### src/rtl/alu_arb_pkg.sv
// Shared constants, tag type and func decode for the ALU arbiter.
package alu_arb_pkg;

  localparam logic [5:0] FUNC_ADD = 6'b100000;
  localparam logic [5:0] FUNC_SUB = 6'b100010;
  localparam logic [5:0] FUNC_AND = 6'b100100;
  localparam logic [5:0] FUNC_OR  = 6'b100101;
  localparam logic [5:0] FUNC_XOR = 6'b100110;
  localparam logic [5:0] FUNC_SLL = 6'b000000;
  localparam logic [5:0] FUNC_SRL = 6'b000010;
  localparam logic [5:0] FUNC_SRA = 6'b000011;
  localparam logic [5:0] FUNC_JR  = 6'b001000;

  localparam logic [3:0] ALUOP_ADD = 4'b1110;
  localparam logic [3:0] ALUOP_SUB = 4'b0100;
  localparam logic [3:0] ALUOP_AND = 4'b0010;
  localparam logic [3:0] ALUOP_OR  = 4'b0011;
  localparam logic [3:0] ALUOP_XOR = 4'b0111;
  localparam logic [3:0] ALUOP_SLL = 4'b1010;
  localparam logic [3:0] ALUOP_SRL = 4'b1000;
  localparam logic [3:0] ALUOP_SRA = 4'b1001;
  localparam logic [3:0] ALUOP_JR  = 4'b1100;

  // idx is 2 bits wide since NREQ never exceeds 4
  typedef struct packed {
    logic       valid;
    logic [1:0] idx;
    logic       err;
  } tag_t;

  // Returns {legal, op}; illegal funcs decode to all zeros.
  function automatic logic [4:0] func_to_aluop(input logic [5:0] func);
    case (func)
      FUNC_ADD: return {1'b1, ALUOP_ADD};
      FUNC_SUB: return {1'b1, ALUOP_SUB};
      FUNC_AND: return {1'b1, ALUOP_AND};
      FUNC_OR:  return {1'b1, ALUOP_OR};
      FUNC_XOR: return {1'b1, ALUOP_XOR};
      FUNC_SLL: return {1'b1, ALUOP_SLL};
      FUNC_SRL: return {1'b1, ALUOP_SRL};
      FUNC_SRA: return {1'b1, ALUOP_SRA};
      FUNC_JR:  return {1'b1, ALUOP_JR};
      default:  return 5'b0;
    endcase
  endfunction

endpackage

### src/rtl/alu_arb_rr.sv
// Combinational one-hot picker: round-robin from ptr upward, or lowest index
// wins when ALU_ARB_FIXED_PRIO_EN is defined (ptr is then ignored).
module alu_arb_rr #(
  parameter int NREQ = 2,
  parameter int PW   = 1
) (
  input  logic [NREQ-1:0] req,
  input  logic [PW-1:0]   ptr,
  output logic [NREQ-1:0] grant
);

`ifdef ALU_ARB_FIXED_PRIO_EN
  always_comb begin
    grant = '0;
    for (int i = 0; i < NREQ; i++)
      if (req[i] && grant == '0) grant[i] = 1'b1;
  end
`else
  logic [PW:0]   sum;
  logic [PW-1:0] idx;

  // PW+1 bits holds ptr+k without overflow, so one conditional subtract wraps it
  always_comb begin
    grant = '0;
    sum   = '0;
    idx   = '0;
    for (int k = 0; k < NREQ; k++) begin
      sum = {1'b0, ptr} + (PW+1)'(k);
      if (sum >= (PW+1)'(NREQ)) sum = sum - (PW+1)'(NREQ);
      idx = sum[PW-1:0];
      if (req[idx] && grant == '0) grant[idx] = 1'b1;
    end
  end
`endif

endmodule

### src/rtl/alu_arbiter.sv
// Shares one ALU among NREQ requesters; decodes func, issues, and routes tagged
// results back. ALU_ARB_FIXED_PRIO_EN selects fixed priority instead of round-robin.
module alu_arbiter
  import alu_arb_pkg::*;
#(
  parameter int NREQ = 2,
  parameter int DW   = 32,
  parameter int LAT  = 1
) (
  input  logic                     clk,
  input  logic                     rst_n,
  input  logic [NREQ-1:0]          req_valid,
  output logic [NREQ-1:0]          req_ready,
  input  logic [NREQ-1:0][5:0]     req_func,
  input  logic [NREQ-1:0][DW-1:0]  req_a,
  input  logic [NREQ-1:0][DW-1:0]  req_b,
  output logic                     alu_issue,
  output logic [3:0]               alu_op,
  output logic [DW-1:0]            alu_a,
  output logic [DW-1:0]            alu_b,
  input  logic [DW-1:0]            alu_result,
  output logic [NREQ-1:0]          rsp_valid,
  output logic [DW-1:0]            rsp_data,
  output logic                     rsp_err
);

  localparam int PW = (NREQ > 1) ? $clog2(NREQ) : 1;

  logic [NREQ-1:0] grant;
  logic [PW-1:0]   ptr;
  logic [PW-1:0]   gidx;
  logic            xfer;
  logic [5:0]      win_func;
  logic [DW-1:0]   win_a, win_b;
  logic [4:0]      dec;
  tag_t [LAT:0]    tag_pipe;
  tag_t            tag_out;

  alu_arb_rr #(.NREQ(NREQ), .PW(PW)) u_rr (
    .req   (req_valid),
    .ptr   (ptr),
    .grant (grant)
  );

  // Grants are suppressed while reset is held so nothing is consumed then.
  assign req_ready = rst_n ? grant : '0;
  assign xfer      = |(req_valid & req_ready);

  always_comb begin
    gidx     = '0;
    win_func = '0;
    win_a    = '0;
    win_b    = '0;
    for (int i = 0; i < NREQ; i++)
      if (grant[i]) begin
        gidx     = PW'(i);
        win_func = req_func[i];
        win_a    = req_a[i];
        win_b    = req_b[i];
      end
  end

  assign dec = func_to_aluop(win_func);

`ifdef ALU_ARB_FIXED_PRIO_EN
  assign ptr = '0;
`else
  always_ff @(posedge clk or negedge rst_n)
    if (!rst_n)    ptr <= '0;
    else if (xfer) ptr <= (gidx == PW'(NREQ-1)) ? '0 : gidx + 1'b1;
`endif

  always_ff @(posedge clk or negedge rst_n)
    if (!rst_n) begin
      alu_issue <= 1'b0;
      alu_op    <= '0;
      alu_a     <= '0;
      alu_b     <= '0;
    end else if (xfer && dec[4]) begin
      alu_issue <= 1'b1;
      alu_op    <= dec[3:0];
      alu_a     <= win_a;
      alu_b     <= win_b;
    end else begin
      alu_issue <= 1'b0;
    end

  // Stage k is visible LAT-k cycles before the matching ALU result; the last
  // stage lines up with alu_result.
  always_ff @(posedge clk or negedge rst_n)
    if (!rst_n) tag_pipe <= '0;
    else begin
      tag_pipe[0] <= '{valid: xfer, idx: 2'(gidx), err: xfer & ~dec[4]};
      for (int k = 1; k <= LAT; k++) tag_pipe[k] <= tag_pipe[k-1];
    end

  assign tag_out = tag_pipe[LAT];

  always_ff @(posedge clk or negedge rst_n)
    if (!rst_n) begin
      rsp_valid <= '0;
      rsp_data  <= '0;
      rsp_err   <= 1'b0;
    end else begin
      rsp_valid <= tag_out.valid ? ({{(NREQ-1){1'b0}}, 1'b1} << tag_out.idx) : '0;
      rsp_data  <= (tag_out.valid && !tag_out.err) ? alu_result : '0;
      rsp_err   <= tag_out.valid & tag_out.err;
    end

endmodule
### config.mk
export PLATFORM = sky130hd
export DESIGN_NAME = alu_arbiter
export DESIGN_NICKNAME = d
export VERILOG_FILES = /design/src/rtl/alu_arb_pkg.sv /design/src/rtl/alu_arb_rr.sv /design/src/rtl/alu_arbiter.sv
export SDC_FILE = /design/constraint.sdc
export NUM_CORES = 1
export LEC_CHECK = 0
export BUFFER_PORTS_ARGS = -buffer_cell sky130_fd_sc_hd__buf_2
export CORE_ASPECT_RATIO = 0.75
export CORE_UTILIZATION = 40
export DETAILED_ROUTE_END_ITERATION = 7
export PLACE_DENSITY = 0.7
export SETUP_SLACK_MARGIN = 0.4
export SYNTH_ARGS = -nofsm -noshare
export SYNTH_HDL_FRONTEND = slang
export SYNTH_SLANG_ARGS = --single-unit
export TNS_END_PERCENT = 20
### constraint.sdc
create_clock -name clk -period 4.9 [get_ports clk]
set_input_delay 0.49 -clock clk [delete_from_list [all_inputs] [get_ports clk]]
set_output_delay 0.49 -clock clk [all_outputs]
set_load 0.05 [all_outputs]
== Word-level counts from Yosys, hierarchy flattened ==
Index checks and enable logic that the tools add are counted.

* Memory bits (writable): 0
* Latch bits: 0
* Register bits: 111
* Memories kept: 0
* ROM bits: 0

* $lt $le $gt $ge: 6
* Add/sub/neg operators: 4
* Bitwise operators: 5
* Reductions and logical operators: 9
* Shifts and indexed selects: 1
* Divide/modulo/power cells: 0
* Multiplexer cells: 25
* Equal/unequal tests: 8
* Multiply operators: 0

{| class="wikitable"
|+ Operators with widths
! operator !! number
|-
| $mux W32 || 5
|-
| $pmux W5 S9 || 1
|-
| $eq A6 B6 Y1 const B || 5
|-
| $eq A6 B2 Y1 const B || 2
|-
| $mux W6 || 2
|-
| $mux W1 || 11
|-
| $mux W2 || 4
|-
| $eq A6 B4 Y1 const B || 1
|-
| $logic_not A6 Y1 || 1
|-
| $logic_and A1 B1 Y1 || 5
|-
| $lt A1 B2 Y1 const B || 2
|-
| $add A1 B1 Y2 const B || 1
|-
| $and A1 B1 Y1 || 2
|-
| $and A2 B2 Y2 || 1
|-
| $demux W1 S1 || 2
|-
| $ge A1 B1 Y1 const B || 2
|-
| $ge A1 B2 Y1 const B || 1
|-
| $ge A2 B2 Y1 const B || 1
|-
| $logic_not A2 Y1 || 1
|-
| $or A2 B2 Y2 || 1
|-
| $reduce_or A2 Y1 || 1
|-
| $shl A1 B1 Y2 const A || 1
|-
| $sub A1 B1 Y1 const B || 2
|-
| $add A1 B1 Y1 const B || 1
|-
| 2 further kinds || 2
|}

== Logic depth before layout (Yosys ltp) ==
Gate-level depths: netlist of run 1.

* Depth after elaboration: 16
* Gate-level depth with buffers: 10

== Modules after synthesis ==
A second synthesis of run 1 with hierarchy kept.

* Cell total of the unflattened synthesis: 368
* Area total of the unflattened synthesis: 4952.2 um^2

{| class="wikitable"
|+ By module, submodules not included
! module !! area an instance (um^2) !! instances !! cells an instance !! sequential area each (um^2)
|-
| alu_arbiter || 4933.5 || 1 || 365 || 2777.7
|-
| alu_arb_rr || 18.8 || 1 || 3 || 0.0
|}

== Least setup slack after synthesis of run 1 ==
OpenSTA, ideal clock, no wires.

* Path type: input-to-output
* Start point: input req_valid[1]
* End point: output req_ready[0]
* Data required time: 4.410 ns
* Path buffers: 4
* Setup slack: 2.437 ns
* Cell stages on the path: 6
* Arrival time: 1.973 ns
* Cell sequence: buf_4 -> a21boi_2 -> buf_6 -> clkbuf_1 -> clkbuf_1 -> and2_1

* Longest elaborated chain between the ends: 7
* Elaborated cells between the ends (all ways): 10

{| class="wikitable"
|+ RTL lines
! what !! line !! RTL
|-
| start, declared || alu_arbiter.sv:12 || <nowiki>input logic [NREQ-1:0] req_valid,</nowiki>
|-
| $mux W1 (implied by the code) (2 in a row) || alu_arb_rr.sv:31 || <nowiki>if (req[idx] && grant == '0) grant[idx] = 1'b1;</nowiki>
|-
| $mux W2 || alu_arb_rr.sv:31 ||
|-
| $logic_not A2 Y1 || alu_arb_rr.sv:31 ||
|-
| $logic_and A1 B1 Y1 || alu_arb_rr.sv:31 ||
|-
| $mux W2 * || alu_arb_rr.sv:31 ||
|-
| $mux W2 * || alu_arbiter.sv:46 || <nowiki>assign req_ready = rst_n ? grant : '0;</nowiki>
|-
| end, declared || alu_arbiter.sv:13 || <nowiki>output logic [NREQ-1:0] req_ready,</nowiki>
|}

Every way passes the cells marked *; elsewhere a longest branch is shown, timed or not. The select of a mux whose other input is x is not followed.

== Worst setup path in the final report of run 1 ==
* Start point: register ptr
* End point: register alu_a[16]

* Longest elaborated chain between the ends: 15
* Elaborated cells between the ends (all ways): 44

{| class="wikitable"
|+ RTL lines
! what !! line !! RTL
|-
| start, declared || alu_arbiter.sv:30 || <nowiki>logic [PW-1:0] ptr;</nowiki>
|-
| start signal, assigned || alu_arbiter.sv:70 || <nowiki>else if (xfer) ptr <= (gidx == PW'(NREQ-1)) ? '0 : gidx + 1'b1;</nowiki>
|-
| $ge A1 B2 Y1 or $sub A1 B1 Y1 (tied branches) || alu_arb_rr.sv:29 || <nowiki>if (sum >= (PW+1)'(NREQ)) sum = sum - (PW+1)'(NREQ);</nowiki>
|-
| $mux W1 || alu_arb_rr.sv:29 ||
|-
| $lt A1 B2 Y1 (implied by the code) or $ge A1 B1 Y1 (tied branches) || alu_arb_rr.sv:31 ||
|-
| $logic_and A1 B1 Y1 (implied by the code) || alu_arb_rr.sv:31 ||
|-
| $mux W1 (implied by the code) || alu_arb_rr.sv:31 ||
|-
| $demux W1 S1 || n/a ||
|-
| $mux W2 || alu_arb_rr.sv:31 ||
|-
| $logic_not A2 Y1 || alu_arb_rr.sv:31 ||
|-
| $logic_and A1 B1 Y1 || alu_arb_rr.sv:31 ||
|-
| $mux W2 * || alu_arb_rr.sv:31 ||
|-
| $mux W6 (2 in a row) || alu_arbiter.sv:55 || <nowiki>if (grant[i]) begin</nowiki>
|-
| $eq A6 B4 Y1, or another cell as far along || alu_arb_pkg.sv:33 || <nowiki>case (func)</nowiki>
|-
| $pmux W5 S9 || alu_arb_pkg.sv:33 ||
|-
| $logic_and A1 B1 Y1 || alu_arbiter.sv:79 || <nowiki>end else if (xfer && dec[4]) begin</nowiki>
|-
| end signal, assigned || alu_arbiter.sv:82 || <nowiki>alu_a <= win_a;</nowiki>
|-
| end, declared || alu_arbiter.sv:19 || <nowiki>output logic [DW-1:0] alu_a,</nowiki>
|}

Marked as above.
A chain may end at the register's enable or synchronous reset.

==> flow_summary.yaml, run 1 <==
global_routing:
  grt_util_met2_pct: 36.5
  antenna_found_initial: 0
  busiest_layer: "met2"
  grt_usage_pct: 20.9
  grt_pass1_wl_um: 20200
  grt_max_degree: 70
  globalRouteMet1Util_pct: 24.3
  gr-usage-met3_pct: 7.02
  grt_pass1_vias: 4047
  grt_overflow: 0
placed_design:
  dp.final_hpwl_um: 9400
  gp_congestion: 0.853
  port_buffers: 281
  pre_cts_ws_ns: 1.51
pwr:
  finalPower_mw: 3.98
  switching_power_mw: 1.85
  power_frac_clock_pct: 19.4
  combPwrFrac_pct: 47.1
  irDropWorstVdd_uv: 332
  power_density_mw_per_mm2: 597
  p_sw_share_pct: 46.4
  seqPwrFrac_pct: 33.5
  p_leak_nw: 3.59
  p_int_mw: 2.13
timing:
  fin_crit_ns: 3.25
  holdWs_ns: 0.180
  drv_slew: 0
  fin_ws_ns: 1.65
  final_hold_viol_count: 0
  relSlewSlack_pct: 47.5
  finalSetupTns_ns: 0
  fin_skew_ns: 0.00506
  fin_crit_sh_pct: 66.4
  setup_violations: 0
  tightest_slew_ns: 0.787
  rsz0062_at_grt: "no"
  max_freq_mhz: 307
cts:
  clkLatencyLatePin_ns: 0.35
  post-cts-setup-buffers: 0
  htree_levels: 3
  clkSinkCount: 111
  cts_buffers: 9
  hold_buffers: 0
  cts_tree: "yes"
  cts_resized: 0
  cts-root-buf: "clkbuf_16"
  clkTransAtPathRegs_ns: 0.08
  clk_path_buf_depth: 2
critical_path:
  crit_fanout: 69
  worstSetupPathType: "register to register"
  crit_required_ns: 5.13
  end_kind: "register"
  crit_arrival_ns: 3.48
  start_kind: "register"
logic_synthesis:
  synth.distinct_cells: 36
  yosys_warnings: 0
  ys_seq_elements: 111
  ys_async_sr_fraction_pct: 100
  synth_cells: 351
  synth.area.top_cells: "dfrtp_1, mux2_2, a22o_1"
  synth_seq_area_share_pct: 57.7
  netlist_area_mm2: 0.00482
  avgSynthCellArea_um2: 13.7
  syn_nets: 527
  yosysTopAreaCellShare_pct: 57.7
  synth_flop_cell: "dfrtp_1"
  synth_edf_count: 0
  yosysTopAreaCell: "dfrtp_1"
layout:
  diodes: 0
  nNetsFinal: 798
  fill_cells: 1001
  area_growth_pct: 38.3
  layout-drive-gt1-share_pct: 60.0
route:
  wl_um: 12600
  via_per_inst: 4.95
  detail_route.wl_per_cell_um: 16.0
  drt_pass1_iterations: 4
  drtIter0Drc: 158
  ant_nets: 0
  num_vias: 3902
  drc: 0
die:
  fp.dieH_um: 97.0
  dieArea_mm2: 0.0125
  core_mm2: 0.0117
  fp.dieW_um: 129
  io_pins: 282
  initial_utilization_pct: 41.3
  rows: 34
run:
  max_cap_violations: 0
outcome:
  status: "finished clean"
worst_hold_path:
  hold_class: "primary input to asynchronous set/reset pin"
[power groups by stage]
stage          Clock [mW]  Sequential (mW)  Combinational [mW]
6_report            0.772             1.33                1.87
5_1_grt             0.834             1.38                1.96
4_1_cts             0.798             1.34                1.89
3_5_place_dp            0             1.35                1.89
3_3_place_gp            0             1.35                1.85
2_1_floorplan           0             2.33               0.403
[per-stage QoR]
stage | cells | instance area (µm²) | util (%)
CTS | 789 | 6660 | 57.2
detailed placement | 773 | 6340 | 54.4
global route | 789 | 6660 | 57.2
global placement | 773 | 6340 | 54.4
finish | 789 | 6660 | 57.2
floorplan | 351 | 4820 | -
[worst max-delay path: stages, from the launching register on]
cell      delay (ns)
dfrtp_1         0.43
nand2b_4        0.19
nand2_1         0.11
inv_2           0.05
buf_4           0.33
a22oi_1         0.45
o211ai_2        0.20
a21oi_4         0.59
buf_12          0.34
mux2_2          0.38
[placed cells by master, fill, tap and decap left out, types with 3 or more instances in the layout]
cell type  synthesis  layout
mux2_2            59      59
buf_4              6       5
nand2_1            7       7
clkbuf_16          0       9
a22o_1            66      66
a22oi_1            4       4
inv_1              4       4
dfrtp_1          111     111
buf_2              0     280
mux2_4             7       7
and2_1            35      35
inv_8              0       3
[final cells by class]
cell class	count	area [µm²]	share of cell area [%]
clock buffer	9	225	3.38
clock inverter	7	97.6	1.46
inverter	5	18.8	0.282
multi-input combinational	209	1880	28.2
sequential	111	2780	41.7
tap	162	203	3.04
timing repair buffer	286	1460	21.9
[state kept, by name, indices dropped and copies added (netlist names)]
name	cells
alu_a	32
alu_b	32
rsp_data	32
alu_op	4
tag_out	3
tag_pipe	3
rsp_valid	2
alu_issue	1
ptr	1
rsp_err	1
[routing by layer]
| metal | wire length (µm) | up-vias | part of all wire, % |
|---|---|---|---|
| met2 | 6330 | 158 | 50 |
| met4 | 142 | 0 | 1.1 |
| met5 | 0 | - | 0 |
| met3 | 977 | 14 | 7.7 |
| met1 | 5180 | 1893 | 41 |
| li1 | - | 1837 | - |
[synth_stat cells (2+ instances only)]
| cell type | count |
|---|---|
| buf_6 | 2 |
| inv_1 | 4 |
| a21oi_1 | 2 |
| and2_1 | 35 |
| buf_4 | 6 |
| nor2_1 | 2 |
| o211ai_2 | 2 |
| a32o_1 | 2 |
| nor2b_1 | 2 |
| nand2_1 | 7 |
| mux2_4 | 7 |
| a22o_1 | 66 |
| dfrtp_1 | 111 |
| clkbuf_1 | 17 |
| a31oi_1 | 2 |
| mux2_2 | 59 |
| nand3_1 | 2 |
| a22oi_1 | 4 |
| nand4_1 | 2 |
[path summary, 6_finish.rpt]
path | from | endpoint | slack, ns | cells after the start
min in group clk | alu_result[16] | rsp_data[16] | 0.35 | 2
setup reg to reg | ptr | alu_a[16] | 1.65 | 9
max in group asynchronous | rst_n | alu_a[13] | 3.46 | 2
setup / recovery | ptr | alu_a[16] | 1.65 | 9
hold reg to reg | tag_pipe[0] | tag_out[0] | 0.35 | 0
hold / removal | rst_n | alu_issue | 0.18 | 1
[cell families after synthesis]
| group | share of synthesized area, % |
|---|---|
| AOI/OAI and AO/OA | 15.9 |
| muxes | 16.2 |
| buffers and inverters | 3.43 |
| DFF | 57.7 |
| and+or+nand+nor | 6.78 |
Note: power is estimated with default switching activity, not from simulation.
==> run 2: changes to the inputs <==
PLACE_DENSITY = 0.73   (was 0.7)
clock period = 2.65 ns   (was 4.9 ns; I/O delays follow)
==> flow_summary.yaml, run 2 (synthesis results as in run 1) <==
outcome:
  status: "finished clean"
timing:
  tightest_slew_ns: 1.04
  max_freq_mhz: 442
  fin_skew_ns: 0.00501
  fin_crit_sh_pct: 85.4
  setup_violations: 0
  drv_slew: 0
  fin_crit_ns: 2.26
  rsz0062_at_grt: "yes"
  finalSetupTns_ns: 0
  relSlewSlack_pct: 30.4
  final_hold_viol_count: 0
layout:
  area_growth_pct: 41.9
  nNetsFinal: 813
  reg.largest.list: "alu_a x32, alu_b x32, rsp_data x32"
  layout-drive-gt1-share_pct: 61.9
  mostFrequentLayoutCells: "buf_2, dfrtp_1, a22o_1"
  final_common_cell: "buf_2"
  diodes: 0
worst_hold_path:
  hold_class: "primary input to register"
cts:
  htree_levels: 3
  clkLatencyLatePin_ns: 0.34
  cts-root-buf: "clkbuf_16"
  clkTransAtPathRegs_ns: 0.07
  cts_tree: "yes"
  clk_path_buf_depth: 2
  cts_buffers: 9
  clkSinkCount: 111
route:
  drc: 0
  drt_pass1_iterations: 7
  wl_um: 12500
  drtIter0Drc: 153
  detail_route.wl_per_cell_um: 15.6
  num_vias: 3918
  via_per_inst: 4.88
  ant_nets: 0
critical_path:
  r2r-end: "alu_b[5]"
  end_kind: "register"
  critPathCapture: "alu_b[5]"
  crit_path_max_incr_delay_ns: 0.45
  worstSetupPathType: "register to register"
  cp_slowest_cell: "dfrtp_2"
  rr_worst_depth: 8
  crit_arrival_ns: 2.49
  crit_fanout: 13
  crit_required_ns: 2.88
  start_kind: "register"
  crit_path_cell_trace: "a21boi_4 > a32o_2 > and2b_1 > o211ai_2 > a21oi_4 > buf_4 > clkbuf_16 > mux2_2"
  rrSetupSlack_ns: 0.39
  cp-startpoint: "ptr"
  r2r_start: "ptr"
placed_design:
  port_buffers: 281
  gp_congestion: 0.831
  dp.final_hpwl_um: 9100
die:
  core_mm2: 0.0117
  fp.dieH_um: 97.0
  dieArea_mm2: 0.0125
  io_pins: 282
  rows: 34
  initial_utilization_pct: 41.3
  fp.dieW_um: 129
global_routing:
  grt_overflow: 0
  grt_max_degree: 86
  antenna_found_initial: 0
  grt_usage_pct: 20.3
  grt_pass1_wl_um: 19700
  grt_pass1_vias: 4071
run:
  max_cap_violations: 0
pwr:
  irDropWorstVdd_uv: 915
  power_density_mw_per_mm2: 1060
  finalPower_mw: 7.22
  p_leak_nw: 3.67
## run 2: cell count changes in the layout (fill, tap and decap cells not counted), moves of 2 or more
cell and change:
buf_4 +9, clkinvlp_4 +3, a22oi_1 -2, a22oi_2 +2, a32o_1 -2, a32o_2 +2, clkbuf_16 +2, inv_8 -2
nor2_1 -2
## run 2: per-layer routing
metal,global-route usage (%),wire [µm],vias up
li1,-,-,1864
met1,23.0,5080,1865
met2,36.3,6330,174
met3,6.08,952,15
met4,6.15,138,0
met5,0,0,-
## run 2: area by class of cell
class                           instances  area, µm²
Clock buffer                            9        225
Clock inverter                          6       58.8
Fill cell                             984       4820
Inverter                                5       18.8
Multi-Input combinational cell        209       1910
Sequential cell                       111       2780
Tap cell                              162        203
Timing Repair Buffer                  301       1650
## run 2: critical path, delay by kind of cell (launching register included)
kind | cells | cell delay (ns)
AO/OA/AOI/OAI | 4 | 0.85
flip-flops | 1 | 0.45
multiplexers | 1 | 0.34
buffers and inverters | 2 | 0.33
AND/OR/NAND/NOR | 1 | 0.19
## run 2: worst min-delay path by stage
| stage | startpoint | endpoint | slack [ns] | cells past startpoint |
|---|---|---|---|---|
| final | alu_result[3] | rsp_data[3] | 0.13 | 2 |
| after global routing | alu_result[2] | rsp_data[2] | 0.11 | 2 |
| after CTS | alu_result[1] | rsp_data[1] | 0.11 | 2 |
| after detailed placement | tag_pipe[1] | tag_out[1] | 0.33 | 0 |
| after global placement | rst_n | tag_pipe[0] | 0.33 | 2 |
| after floorplan | rst_n | alu_a[0] | -0.03 | 0 |
## run 2: report_power, final
part | switching (mW) | internal (mW) | leakage [nW] | total (mW)
clock | 0.617 | 0.649 | 0.128 | 1.27
sequential | 0.256 | 2.21 | 1.43 | 2.47
combinational | 2.49 | 0.999 | 2.12 | 3.49
## run 2: per-stage QoR
stage | hold WS, ns | instances | instance area (µm²) | setup slack, ns | util [%]
final | 0.128 | 803 | 6840 | 0.387 | 58.6
after global routing | 0.111 | 803 | 6840 | 0.294 | 58.6
after CTS | 0.107 | 798 | 6750 | 0.364 | 57.9
after detailed placement | 0.335 | 778 | 6390 | 0.258 | 54.8
after global placement | 0.326 | 778 | 6390 | 0.371 | 54.8
after floorplan | -0.0306 | 351 | 4820 | 0.492 | -
## run 2: timing repair
item	in CTS	in global routing
setup endpoints to repair	66	68
endpoints found under the hold margin	26	0
buffers inserted	3	3
cloned	1	2
gates resized for setup	5	6
hold buffers	1	0
pin swaps	2	4
